### config.mk
export PLATFORM = sky130hd
export DESIGN_NAME = focal_scan_scheduler_flat
export DESIGN_NICKNAME = d
export VERILOG_FILES = /design/src/rtl/focal_scan_scheduler_if.sv /design/src/rtl/focal_scan_scheduler.sv /design/src/flat_wrapper.sv
export SDC_FILE = /design/constraint.sdc
export NUM_CORES = 1
export LEC_CHECK = 0
export ABC_CLOCK_PERIOD_IN_PS = 2600
export CAP_MARGIN = 20
export CORE_ASPECT_RATIO = 0.7
export CORE_MARGIN = 2
export CORE_UTILIZATION = 35
export CTS_BUF_LIST = sky130_fd_sc_hd__clkbuf_8 sky130_fd_sc_hd__clkbuf_16
export CTS_CLUSTER_SIZE = 14
export DETAILED_ROUTE_END_ITERATION = 7
export PLACE_DENSITY = 0.57
export SLEW_MARGIN = 5
export SYNTH_ARGS = -nofsm -noshare
export SYNTH_HDL_FRONTEND = slang
export SYNTH_SLANG_ARGS = --single-unit
### constraint.sdc
create_clock -name clk -period 2.6 [get_ports clk]
set_input_delay 0.78 -clock clk [delete_from_list [all_inputs] [get_ports clk]]
set_output_delay 0.78 -clock clk [all_outputs]
set_load 0.05 [all_outputs]
### src/rtl/focal_scan_scheduler_if.sv
// Host and delay-controller bundle for the focal scan scheduler.
// The scheduler side is the slave; the host/controller side is the master.
interface focal_scan_scheduler_if #(
  parameter int NUM_X = 8,
  parameter int NUM_Z = 16
);
  localparam int XW = (NUM_X > 1) ? $clog2(NUM_X) : 1;
  localparam int ZW = (NUM_Z > 1) ? $clog2(NUM_Z) : 1;

  logic          frame_start;
  logic          frame_abort;
  logic          dc_ready;
  logic          dc_reset;
  logic          dc_start;
  logic [15:0]   x_f;
  logic [15:0]   z_f;
  logic          acq_valid;
  logic          point_done;
  logic          line_done;
  logic          frame_done;
  logic          busy;
  logic          error;
  logic [XW-1:0] x_idx;
  logic [ZW-1:0] z_idx;

  modport master (
    output frame_start,
    output frame_abort,
    output dc_ready,
    input  dc_reset,
    input  dc_start,
    input  x_f,
    input  z_f,
    input  acq_valid,
    input  point_done,
    input  line_done,
    input  frame_done,
    input  busy,
    input  error,
    input  x_idx,
    input  z_idx
  );

  modport slave (
    input  frame_start,
    input  frame_abort,
    input  dc_ready,
    output dc_reset,
    output dc_start,
    output x_f,
    output z_f,
    output acq_valid,
    output point_done,
    output line_done,
    output frame_done,
    output busy,
    output error,
    output x_idx,
    output z_idx
  );
endinterface

### src/rtl/focal_scan_scheduler.sv
// Steps the delay controller over a line-outer, depth-inner focal grid,
// opening a fixed acquisition window per point and flagging ready timeouts.
module focal_scan_scheduler #(
  parameter logic [15:0] X_START = 16'd0,
  parameter logic [15:0] X_STEP  = 16'd4,
  parameter int          NUM_X   = 8,
  parameter logic [15:0] Z_START = 16'd64,
  parameter logic [15:0] Z_STEP  = 16'd8,
  parameter int          NUM_Z   = 16,
  parameter int          DWELL   = 32,
  parameter int          TIMEOUT = 1024
) (
  input  logic clk,
  input  logic reset,
  focal_scan_scheduler_if.slave bus
);
  localparam int XW = (NUM_X > 1) ? $clog2(NUM_X) : 1;
  localparam int ZW = (NUM_Z > 1) ? $clog2(NUM_Z) : 1;
  localparam int TW = (TIMEOUT > 1) ? $clog2(TIMEOUT) : 1;
  localparam int DW = (DWELL > 1) ? $clog2(DWELL) : 1;
  localparam int CW = (TW > DW) ? TW : DW;

  localparam logic [XW-1:0] X_LAST = XW'(NUM_X - 1);
  localparam logic [ZW-1:0] Z_LAST = ZW'(NUM_Z - 1);
  localparam logic [CW-1:0] T_LAST = CW'(TIMEOUT - 1);
  localparam logic [CW-1:0] D_LAST = CW'(DWELL - 1);

  typedef enum logic [2:0] {
    S_IDLE,
    S_CLEAR,
    S_LAUNCH,
    S_WAIT,
    S_DWELL,
    S_ADV
  } state_e;

  state_e        state_q, state_d;
  logic [CW-1:0] cnt_q, cnt_d;
  logic [15:0]   x_f_q, x_f_d;
  logic [15:0]   z_f_q, z_f_d;
  logic [XW-1:0] x_idx_q, x_idx_d;
  logic [ZW-1:0] z_idx_q, z_idx_d;
  logic          error_q, error_d;

  logic busy_q, dc_reset_q, dc_start_q;
  logic acq_q, pd_q, ld_q, fd_q;
  logic pd_d, ld_d, fd_d;

  always_comb begin
    state_d = state_q;
    cnt_d   = cnt_q;
    x_f_d   = x_f_q;
    z_f_d   = z_f_q;
    x_idx_d = x_idx_q;
    z_idx_d = z_idx_q;
    error_d = error_q;
    if (state_q != S_IDLE && bus.frame_abort) begin
      state_d = S_IDLE;
    end else begin
      unique case (state_q)
        S_IDLE: begin
          if (bus.frame_start && !bus.frame_abort) begin
            x_idx_d = '0;
            z_idx_d = '0;
            x_f_d   = X_START;
            z_f_d   = Z_START;
            error_d = 1'b0;
            state_d = S_CLEAR;
          end
        end
        S_CLEAR: state_d = S_LAUNCH;
        S_LAUNCH: begin
          cnt_d   = '0;
          state_d = S_WAIT;
        end
        S_WAIT: begin
          // ready on the last permitted cycle still beats the timeout
          if (bus.dc_ready) begin
            cnt_d   = '0;
            state_d = S_DWELL;
          end else if (cnt_q == T_LAST) begin
            error_d = 1'b1;
            state_d = S_IDLE;
          end else begin
            cnt_d = cnt_q + 1'b1;
          end
        end
        S_DWELL: begin
          if (cnt_q == D_LAST) begin
            state_d = S_ADV;
          end else begin
            cnt_d = cnt_q + 1'b1;
          end
        end
        S_ADV: begin
          if (z_idx_q != Z_LAST) begin
            z_idx_d = z_idx_q + 1'b1;
            z_f_d   = z_f_q + Z_STEP;
            state_d = S_CLEAR;
          end else if (x_idx_q != X_LAST) begin
            z_idx_d = '0;
            z_f_d   = Z_START;
            x_idx_d = x_idx_q + 1'b1;
            x_f_d   = x_f_q + X_STEP;
            state_d = S_CLEAR;
          end else begin
            state_d = S_IDLE;
          end
        end
        default: state_d = S_IDLE;
      endcase
    end
  end

  // indices hold through DWELL, so they still name the finishing point
  assign pd_d = (state_d == S_ADV);
  assign ld_d = pd_d && (z_idx_q == Z_LAST);
  assign fd_d = ld_d && (x_idx_q == X_LAST);

  always_ff @(posedge clk or negedge reset) begin
    if (!reset) begin
      state_q    <= S_IDLE;
      cnt_q      <= '0;
      x_f_q      <= '0;
      z_f_q      <= '0;
      x_idx_q    <= '0;
      z_idx_q    <= '0;
      error_q    <= 1'b0;
      busy_q     <= 1'b0;
      dc_reset_q <= 1'b0;
      dc_start_q <= 1'b0;
      acq_q      <= 1'b0;
      pd_q       <= 1'b0;
      ld_q       <= 1'b0;
      fd_q       <= 1'b0;
    end else begin
      state_q    <= state_d;
      cnt_q      <= cnt_d;
      x_f_q      <= x_f_d;
      z_f_q      <= z_f_d;
      x_idx_q    <= x_idx_d;
      z_idx_q    <= z_idx_d;
      error_q    <= error_d;
      busy_q     <= (state_d != S_IDLE);
      dc_reset_q <= (state_d == S_CLEAR);
      dc_start_q <= (state_d == S_LAUNCH);
      acq_q      <= (state_d == S_DWELL);
      pd_q       <= pd_d;
      ld_q       <= ld_d;
      fd_q       <= fd_d;
    end
  end

  assign bus.dc_reset   = dc_reset_q;
  assign bus.dc_start   = dc_start_q;
  assign bus.x_f        = x_f_q;
  assign bus.z_f        = z_f_q;
  assign bus.acq_valid  = acq_q;
  assign bus.point_done = pd_q;
  assign bus.line_done  = ld_q;
  assign bus.frame_done = fd_q;
  assign bus.busy       = busy_q;
  assign bus.error      = error_q;
  assign bus.x_idx      = x_idx_q;
  assign bus.z_idx      = z_idx_q;
endmodule

### src/flat_wrapper.sv
// flat-port wrapper written by rule: the top's interface ports become plain ports
module focal_scan_scheduler_flat 
#(
  parameter logic [15:0] X_START = 16'd0,
  parameter logic [15:0] X_STEP  = 16'd4,
  parameter int          NUM_X   = 8,
  parameter logic [15:0] Z_START = 16'd64,
  parameter logic [15:0] Z_STEP  = 16'd8,
  parameter int          NUM_Z   = 16,
  parameter int          DWELL   = 32,
  parameter int          TIMEOUT = 1024
)
  (clk, reset, bus_frame_start, bus_frame_abort, bus_dc_ready, bus_dc_reset, bus_dc_start, bus_x_f, bus_z_f, bus_acq_valid, bus_point_done, bus_line_done, bus_frame_done, bus_busy, bus_error, bus_x_idx, bus_z_idx);
  focal_scan_scheduler_if #(.NUM_X(NUM_X), .NUM_Z(NUM_Z)) bus_i ();
  input  logic clk;
  input  logic reset;
  input wire logic [$bits(bus_i.frame_start)-1:0] bus_frame_start;
  input wire logic [$bits(bus_i.frame_abort)-1:0] bus_frame_abort;
  input wire logic [$bits(bus_i.dc_ready)-1:0] bus_dc_ready;
  output wire logic [$bits(bus_i.dc_reset)-1:0] bus_dc_reset;
  output wire logic [$bits(bus_i.dc_start)-1:0] bus_dc_start;
  output wire logic [$bits(bus_i.x_f)-1:0] bus_x_f;
  output wire logic [$bits(bus_i.z_f)-1:0] bus_z_f;
  output wire logic [$bits(bus_i.acq_valid)-1:0] bus_acq_valid;
  output wire logic [$bits(bus_i.point_done)-1:0] bus_point_done;
  output wire logic [$bits(bus_i.line_done)-1:0] bus_line_done;
  output wire logic [$bits(bus_i.frame_done)-1:0] bus_frame_done;
  output wire logic [$bits(bus_i.busy)-1:0] bus_busy;
  output wire logic [$bits(bus_i.error)-1:0] bus_error;
  output wire logic [$bits(bus_i.x_idx)-1:0] bus_x_idx;
  output wire logic [$bits(bus_i.z_idx)-1:0] bus_z_idx;
  assign bus_i.frame_start = bus_frame_start;
  assign bus_i.frame_abort = bus_frame_abort;
  assign bus_i.dc_ready = bus_dc_ready;
  assign bus_dc_reset = bus_i.dc_reset;
  assign bus_dc_start = bus_i.dc_start;
  assign bus_x_f = bus_i.x_f;
  assign bus_z_f = bus_i.z_f;
  assign bus_acq_valid = bus_i.acq_valid;
  assign bus_point_done = bus_i.point_done;
  assign bus_line_done = bus_i.line_done;
  assign bus_frame_done = bus_i.frame_done;
  assign bus_busy = bus_i.busy;
  assign bus_error = bus_i.error;
  assign bus_x_idx = bus_i.x_idx;
  assign bus_z_idx = bus_i.z_idx;
  focal_scan_scheduler #(.X_START(X_START), .X_STEP(X_STEP), .NUM_X(NUM_X), .Z_START(Z_START), .Z_STEP(Z_STEP), .NUM_Z(NUM_Z), .DWELL(DWELL), .TIMEOUT(TIMEOUT)) u_core (.clk(clk), .reset(reset), .bus(bus_i));
endmodule
==> results.cfg, run 1 <==
[outcome]
status = completed

[detailed_routing]
wirelength_um = 7510
drc = 0
drt-pass1-iter-count = 4
routedWlPerCell_um = 15.2
first_iter_violations = 166
drt-vias-per-instance = 5.37
via_count = 2647
drtAntennaViolNets = 0

[die]
row_count = 27
die_y_um = 80.6
coreArea_mm2 = 0.00801
io_pins = 52
die-area_mm2 = 0.00913
fp.dieW_um = 113
initial_core_util = 0.366

[placement]
pre_cts_slack_ns = -0.254
portBuffers = 46
dp_hpwl_um = 5520
place_congestion = 0.817

[critical_path]
slowest_stage = or4_1
required_ns = 2.81
max_stage_delay_ns = 0.49
critPathTopFamily = simple AND/OR/NAND/NOR gates
critPathMaxFanout = 6
worstSetupPathType = input pin to register
worst-path-buf-inv = 1
endpoint_kind = register
crit_arrival_ns = 2.70
worstPathCellList = clkdlybuf4s50_1 -> and4bb_2 -> o31a_1 -> or3_4 -> or4_1 -> a21oi_1
cp-start-kind = input pin

[grt]
grt_max_degree = 33
grt-ovfl-total = 0
grt_first_pass_wirelength_um = 12700
grt_pass1_vias = 2585
grtUsageTotal = 0.175
antenna_found_initial = 0

[power]
worst_ir_drop_vdd_v = 0.000251
p_int_mw = 1.73
p_leak_nw = 1.71
p_sw_mw = 0.912
power_frac_comb = 0.342
finalPower_mw = 2.65
p_seq_frac = 0.361
p_per_area_mw_per_mm2 = 682
switching_share = 0.345
p_clk_frac = 0.297

[sta]
fin_ws_ns = 0.117
drv_slew = 0
setup_viol = 0
rsz0062_at_grt = no
finClkSkew_ns = 0.00836
period_share = 0.955
tightest_slew_ns = 0.589
finalHoldViolations = 0
fmax_mhz = 403
fin_setup_tns_ns = 0
fin_crit_ns = 2.48
hold_ws_ns = 0.489
slew_headroom = 0.608

[yosys]
synth_seq_cells = 55
yosysWarnings = 0
async_flop_share = 1.00
synth_edf_count = 0
netlist_area_mm2 = 0.00293
syn_avg_cell_area_um2 = 9.24
yosysSeqAreaShare = 0.470
synthCells = 317
yosys_most_used_dff = dfrtp_1
synth_cell_types = 49

[cells_and_area]
nFillCells = 767
layout_common_cells = dfrtp_1, clkdlybuf4s50_1, nand2_1, buf_4, o21ai_0
utilization = 0.485
syn_to_final_growth_pct = 32.5
drive_above_1_share = 0.130
antenna-diode-count = 0
nets = 402
final_common_cell = dfrtp_1

[cts]
post_cts_buffers = 0
htreeDepth = 2
cts_tree = done
clk_pin_slew_worst_paths_ns = 0.07
cts-root-buf = clkbuf_16
clockBufferDepth = 2
ctsResizeCount = 0
numCtsBuffers = 5
clkLatencyLatePin_ns = 0.29
cts_hold_buf = 0
cts.sinks = 55

[flow_run]
maxCapViolCount = 0

[worst_hold_path]
hp-class = input pin to async pin
[cell usage after synthesis, types with 2 or more instances]
master / instances / share of area
o21ai_1: 2 / 0.0034
o31ai_1: 14 / 0.036
nor2b_1: 3 / 0.0064
ha_1: 6 / 0.026
a21oi_1: 15 / 0.026
and3_1: 9 / 0.019
buf_2: 3 / 0.0051
and2_1: 3 / 0.0064
buf_4: 6 / 0.015
nand3b_1: 2 / 0.0051
inv_1: 7 / 0.0090
nor4_1: 5 / 0.011
clkbuf_1: 6 / 0.0077
or4_1: 6 / 0.015
o21ai_0: 25 / 0.043
xnor2_1: 4 / 0.012
dfrtp_1: 55 / 0.47
xor2_1: 6 / 0.018
nand2b_1: 4 / 0.0085
or2_2: 2 / 0.0043
nor2_1: 19 / 0.024
o211ai_1: 2 / 0.0051
nand4_1: 12 / 0.026
nor3_1: 8 / 0.014
nand2_1: 32 / 0.041
or3_1: 10 / 0.021
nand3_1: 24 / 0.041
and4_1: 5 / 0.015
mux2i_1: 2 / 0.0068
[path summary, 6_finish.rpt]
| path | startpoint | endpoint | slack [ns] | cells after the start |
|---|---|---|---|---|
| max in group asynchronous | reset | u_core.bus.x_idx[0] | 1.53 | 2 |
| min | reset | u_core.bus.x_f[8] | 0.49 | 1 |
| max | bus_dc_ready | u_core.bus.z_f[11] | 0.12 | 6 |
| max reg2reg | u_core.state_q[0] | u_core.bus.z_f[11] | 0.19 | 6 |
| min reg2reg | u_core.cnt_q[1] | u_core.cnt_q[1] | 0.51 | 2 |
| min in group clk | u_core.cnt_q[1] | u_core.cnt_q[1] | 0.51 | 2 |
[layer usage]
metal	global-route usage	up-vias	wire, um
met1	0.258	1292	3850
met5	0	-	0
met4	0.0439	0	23
met3	0.0370	2	302
li1	-	1302	-
met2	0.261	51	3330
[flip-flops by register name, summed over array words and instances (netlist names)]
register	count
u_core.bus.x_idx	3
u_core.state_q	3
u_core.bus.line_done	1
u_core.bus.x_f	14
u_core.bus.busy	1
u_core.bus.dc_start	1
u_core.bus.frame_done	1
u_core.cnt_q	10
u_core.bus.point_done	1
u_core.bus.acq_valid	1
u_core.bus.dc_reset	1
u_core.bus.z_f	13
u_core.bus.error	1
u_core.bus.z_idx	4
[kinds of logic after synthesis]
group	after synthesis	share of synthesized area
compound gates	67	0.138
fa+ha+maj	6	0.0256
simple gates	151	0.283
xor+xnor	10	0.0299
mux	3	0.0107
flops	55	0.470
other cells	1	0.00128
buf+inv	24	0.0423
[power by group through the flow]
| stage | Combinational, mW | Clock (mW) | Sequential, mW |
|---|---|---|---|
| 2_1_floorplan | 0.440 | 0 | 1.03 |
| 3_3_place_gp | 0.868 | 0 | 0.971 |
| 3_5_place_dp | 0.881 | 0 | 0.971 |
| 4_1_cts | 0.888 | 0.811 | 0.954 |
| 5_1_grt | 0.982 | 0.853 | 0.965 |
| 6_report | 0.905 | 0.787 | 0.955 |
[through the flow]
stage / instance area (um^2) / std cells
finish: 3880 / 493
global placement: 3700 / 485
floorplan: 2950 / 321
CTS: 3870 / 493
detailed placement: 3700 / 485
global route: 3880 / 493
[layout make-up]
class	count	area, um^2	area share
Multi-Input combinational cell	242	1460	0.375
Sequential cell	55	1380	0.355
Timing Repair Buffer	79	718	0.185
Clock buffer	6	139	0.0358
Tap cell	101	126	0.0326
Clock inverter	2	35.0	0.00903
Inverter	8	30.0	0.00774
No activity file was read; power rests on OpenSTA's default activity.
==> run 2, diff against run 1 <==
--- a/config.mk
+++ b/config.mk
@@ -8,12 +8,12 @@
 export ABC_CLOCK_PERIOD_IN_PS = 2600
 export CAP_MARGIN = 20
 export CORE_ASPECT_RATIO = 0.7
-export CORE_MARGIN = 2
 export CORE_UTILIZATION = 35
 export CTS_BUF_LIST = sky130_fd_sc_hd__clkbuf_8 sky130_fd_sc_hd__clkbuf_16
 export CTS_CLUSTER_SIZE = 14
 export DETAILED_ROUTE_END_ITERATION = 7
 export PLACE_DENSITY = 0.57
+export SKIP_CTS_REPAIR_TIMING = 1
 export SLEW_MARGIN = 5
 export SYNTH_ARGS = -nofsm -noshare
 export SYNTH_HDL_FRONTEND = slang
==> run 2 against run 1 <==
Effect of this change: the run now ends with DRC left; global-route usage is 0.21 points higher; combinational power rose by 2.9%; count of clock-buffer cells in the layout is 1 lower; sequential power is essentially flat; largest power group unchanged.
==> results.cfg, run 2 (synthesized netlist as in run 1, its figures left out) <==
[outcome]
status = finished, violations left
failed_checks = DRC

[flow_run]
maxCapViolCount = 0

[worst_hold_path]
worstHoldStart = u_core.cnt_q[1]
hold_depth = 2
hp-class = register to register
hold_end = u_core.cnt_q[1]

[die]
io_pins = 52
die_y_um = 78.6
coreArea_mm2 = 0.00797
initial_core_util = 0.368
die-area_mm2 = 0.00875
fp.dieW_um = 111
row_count = 27

[detailed_routing]
drt-vias-per-instance = 5.34
routedWlPerCell_um = 15.1
first_iter_violations = 97
drtAntennaViolNets = 0
via_count = 2643
wirelength_um = 7470
drt-pass1-iter-count = 6
drc = 3

[grt]
antenna_found_initial = 0
grt_pass1_vias = 2471
grt-ovfl-total = 0
grt_first_pass_wirelength_um = 12200
grtUsageTotal = 0.177
grt_max_degree = 56

[sta]
slew_headroom = 0.529
tightest_slew_ns = 0.706
period_share = 0.966
fin_crit_ns = 2.51
rsz0062_at_grt = no
finClkSkew_ns = 0.00314
hold_ws_ns = 0.515
setup_viol = 0
finalHoldViolations = 0
fmax_mhz = 398
drv_slew = 0

[power]
power_frac_comb = 0.369
worst_ir_drop_vdd_v = 0.000342
p_sw_mw = 0.891
p_leak_nw = 1.69
finalPower_mw = 2.52
switching_share = 0.353
p_seq_frac = 0.380
p_int_mw = 1.63
p_clk_frac = 0.251
p_per_area_mw_per_mm2 = 655

[cells_and_area]
final_common_cell = dfrtp_1
nets = 406
antenna-diode-count = 0
syn_to_final_growth_pct = 31.4
drive_above_1_share = 0.132
finalInstanceArea_mm2 = 0.00385
layout_common_cells = dfrtp_1, clkdlybuf4s50_1, buf_4
largest_register_ffs = 14

[critical_path]
rr_endpoint = u_core.bus.z_f[11]
worstSetupPathType = input pin to register
crit_arrival_ns = 2.74
cp-start-kind = input pin
r2r_slack_ns = 0.21
r2r-start = u_core.state_q[0]
critPathMaxFanout = 7
required_ns = 2.82
endpoint_kind = register
r2r_cells = 6

[cts]
clockBufferDepth = 2
clk_pin_slew_worst_paths_ns = 0.06
clkLatencyLatePin_ns = 0.30
cts_tree = done
cts.sinks = 55
htreeDepth = 2
cts-root-buf = clkbuf_16
numCtsBuffers = 5

[placement]
place_congestion = 0.786
portBuffers = 46
place_area_mm2 = 0.00371
dp_hpwl_um = 5410
[run 2: worst max-delay path by stage]
| stage | from | end | depth (start not counted) |
|---|---|---|---|
| 2_1_floorplan | bus_frame_abort | u_core.bus.z_f[11] | 7 |
| 3_3_place_gp | bus_dc_ready | u_core.bus.z_f[9] | 6 |
| 3_5_place_dp | bus_dc_ready | u_core.bus.z_f[9] | 6 |
| 4_1_cts | bus_dc_ready | u_core.bus.z_f[11] | 6 |
| 5_1_grt | bus_dc_ready | u_core.bus.z_f[9] | 8 |
| 6_report | bus_dc_ready | u_core.bus.z_f[11] | 8 |
[run 2: metal layers]
layer,part of all wire,up-vias,global-route usage
li1,-,1312,-
met1,0.52,1254,0.257
met2,0.42,69,0.256
met3,0.048,8,0.0363
met4,0.014,0,0.0689
met5,0,-,0
[run 2: critical path, stage by stage]
cell and delay (ns):
clkdlybuf4s50_1 0.42, and4bb_2 0.34, buf_4 0.12, o31ai_1 0.07
a41o_1 0.21, buf_4 0.16, or4_1 0.49, a21oi_1 0.15
[run 2: power by group through the flow]
stage	combinational, mW	clock (mW)	sequential, mW
detailed placement	0.902	0	0.973
finish	0.931	0.634	0.958
global route	0.998	0.695	0.965
global placement	0.897	0	0.971
floorplan	0.440	0	1.03
CTS	0.907	0.664	0.957
[run 2: through the flow]
stage,std cells,setup TNS (ns),worst slack [ns],utilization
2_1_floorplan,321,0,0.279,-
5_1_grt,495,0,0.00221,0.483
3_3_place_gp,488,-2.19,-0.231,0.465
3_5_place_dp,488,-2.41,-0.250,0.465
4_1_cts,494,0,0.0733,0.481
6_report,495,0,0.0894,0.483
[run 2: layout make-up]
class | count | area [um^2]
fillers | 746 | 4120
multi-input cells | 242 | 1460
clock buffers | 5 | 125
clock inverters | 1 | 3.75
repair buffers | 83 | 733
flip-flops and latches | 55 | 1380
inverters | 8 | 30.0
well taps | 101 | 126
==> run 3, diff against run 2 <==
--- a/config.mk
+++ b/config.mk
@@ -12,7 +12,9 @@
 export CTS_BUF_LIST = sky130_fd_sc_hd__clkbuf_8 sky130_fd_sc_hd__clkbuf_16
 export CTS_CLUSTER_SIZE = 14
 export DETAILED_ROUTE_END_ITERATION = 7
+export HOLD_SLACK_MARGIN = 0.03
 export PLACE_DENSITY = 0.57
+export SETUP_SLACK_MARGIN = 0.5
 export SKIP_CTS_REPAIR_TIMING = 1
 export SLEW_MARGIN = 5
 export SYNTH_ARGS = -nofsm -noshare
==> run 3 against run 2 <==
Effect of this change: the run still ends with DRC left; utilization grew 5.6 points; non-clock buffer count rose by 3; via count is 5.2% higher; sequential share of layout area is 3.5 points lower; register-to-register slack better by 0.20 ns; routed wire length grew 8.5%; clock skew is 0.0037 ns higher; critical endpoint unchanged; largest power group is now combinational cells; clock power up 4.7%; highest routed layer unchanged; critical path depth shrank 2.
==> results.cfg, run 3 (synthesized netlist as in run 1, its figures left out) <==
[critical_path]
crit_arrival_ns = 2.42
critPathMaxFanout = 7
required_ns = 2.83
endpoint_kind = register
worstSetupPathType = register to register
cp-start-kind = register

[grt]
grt_first_pass_wirelength_um = 12400
antenna_found_initial = 0
grt-ovfl-total = 0
grtUsageTotal = 0.178
grt_max_degree = 38
grt_pass1_vias = 2474

[detailed_routing]
wirelength_um = 8100
drt-pass1-iter-count = 6
drt-vias-per-instance = 5.55
drtAntennaViolNets = 0
drc = 11
routedWlPerCell_um = 16.2
via_count = 2780
first_iter_violations = 169

[power]
p_sw_mw = 1.07
worst_ir_drop_vdd_v = 0.000372
p_per_area_mw_per_mm2 = 670
p_seq_frac = 0.330
p_int_mw = 1.81
finalPower_mw = 2.88
p_leak_nw = 2.55
power_frac_comb = 0.439
p_clk_frac = 0.231
switching_share = 0.370

[cells_and_area]
syn_to_final_growth_pct = 46.6
nets = 410
utilization = 0.539
largest_register_ffs = 14
drive_above_1_share = 0.243
antenna-diode-count = 0
instances_no_fill = 501
layout_common_cells = dfrtp_1, dlymetal6s2s_1, buf_4
finalInstanceArea_mm2 = 0.00430
final_common_cell = dfrtp_1

[die]
coreArea_mm2 = 0.00797
fp.dieW_um = 111
initial_core_util = 0.368
die-area_mm2 = 0.00875
io_pins = 52
die_y_um = 78.6
row_count = 27

[cts]
cts-root-buf = clkbuf_16
cts_tree = done
clkLatencyLatePin_ns = 0.30
numCtsBuffers = 5
htreeDepth = 2
clockBufferDepth = 2
cts.sinks = 55
clk_pin_slew_worst_paths_ns = 0.07

[outcome]
failed_checks = DRC
status = finished, violations left

[sta]
fin_crit_ns = 2.19
slew_headroom = 0.645
fin_setup_tns_ns = 0
rsz0062_at_grt = yes
fin_ws_ns = 0.406
hold_ws_ns = 0.425
tightest_slew_ns = 0.527
finalHoldViolations = 0
setup_viol = 0
drv_slew = 0
fmax_mhz = 456
finClkSkew_ns = 0.00683
period_share = 0.844

[worst_hold_path]
hp-class = input pin to async pin

[placement]
dp_hpwl_um = 5300
place_area_mm2 = 0.00370
post-place-cells = 483
place_congestion = 0.801
pre_cts_slack_ns = -0.162
portBuffers = 46

[flow_run]
maxCapViolCount = 0
==> run 3: path summary, 6_finish.rpt <==
path | startpoint | endpoint | slack [ns] | cells past startpoint
setup / recovery | u_core.cnt_q[0] | u_core.bus.z_f[11] | 0.41 | 6
setup reg to reg | u_core.cnt_q[0] | u_core.bus.z_f[11] | 0.41 | 6
min in group clk | u_core.bus.z_idx[0] | u_core.bus.z_idx[0] | 0.52 | 1
max in group asynchronous | reset | u_core.bus.x_idx[0] | 1.60 | 2
hold reg to reg | u_core.bus.z_idx[0] | u_core.bus.z_idx[0] | 0.52 | 1
hold / removal | reset | u_core.cnt_q[1] | 0.43 | 1
==> run 3: cell type report <==
cell class	instances	area [um^2]
Clock buffer	5	125
Clock inverter	3	12.5
Fill cell	718	3680
Inverter	8	32.5
Multi-Input combinational cell	243	1700
Sequential cell	55	1380
Tap cell	101	126
Timing Repair Buffer	86	913
==> run 3: layer usage <==
layer,share of wire,track usage,wire (um)
met5,0,0,0
met4,0.0022,0.0405,18
met3,0.053,0.0340,431
met2,0.44,0.261,3560
met1,0.51,0.266,4100
==> run 3: power by group through the flow <==
stage	combinational [mW]	clock, mW	sequential (mW)
floorplan	0.470	0	1.03
global placement	0.875	0	0.970
detailed placement	0.884	0	0.970
CTS	0.888	0.679	0.953
global route	1.34	0.717	0.957
finish	1.26	0.664	0.950
==> run 3: critical path: stages, from the launching register on <==
cell,delay (ns)
dfrtp_1,0.43
ha_4,0.17
nand4_1,0.15
o31a_1,0.31
or3_4,0.44
or4_4,0.50
a21oi_2,0.12
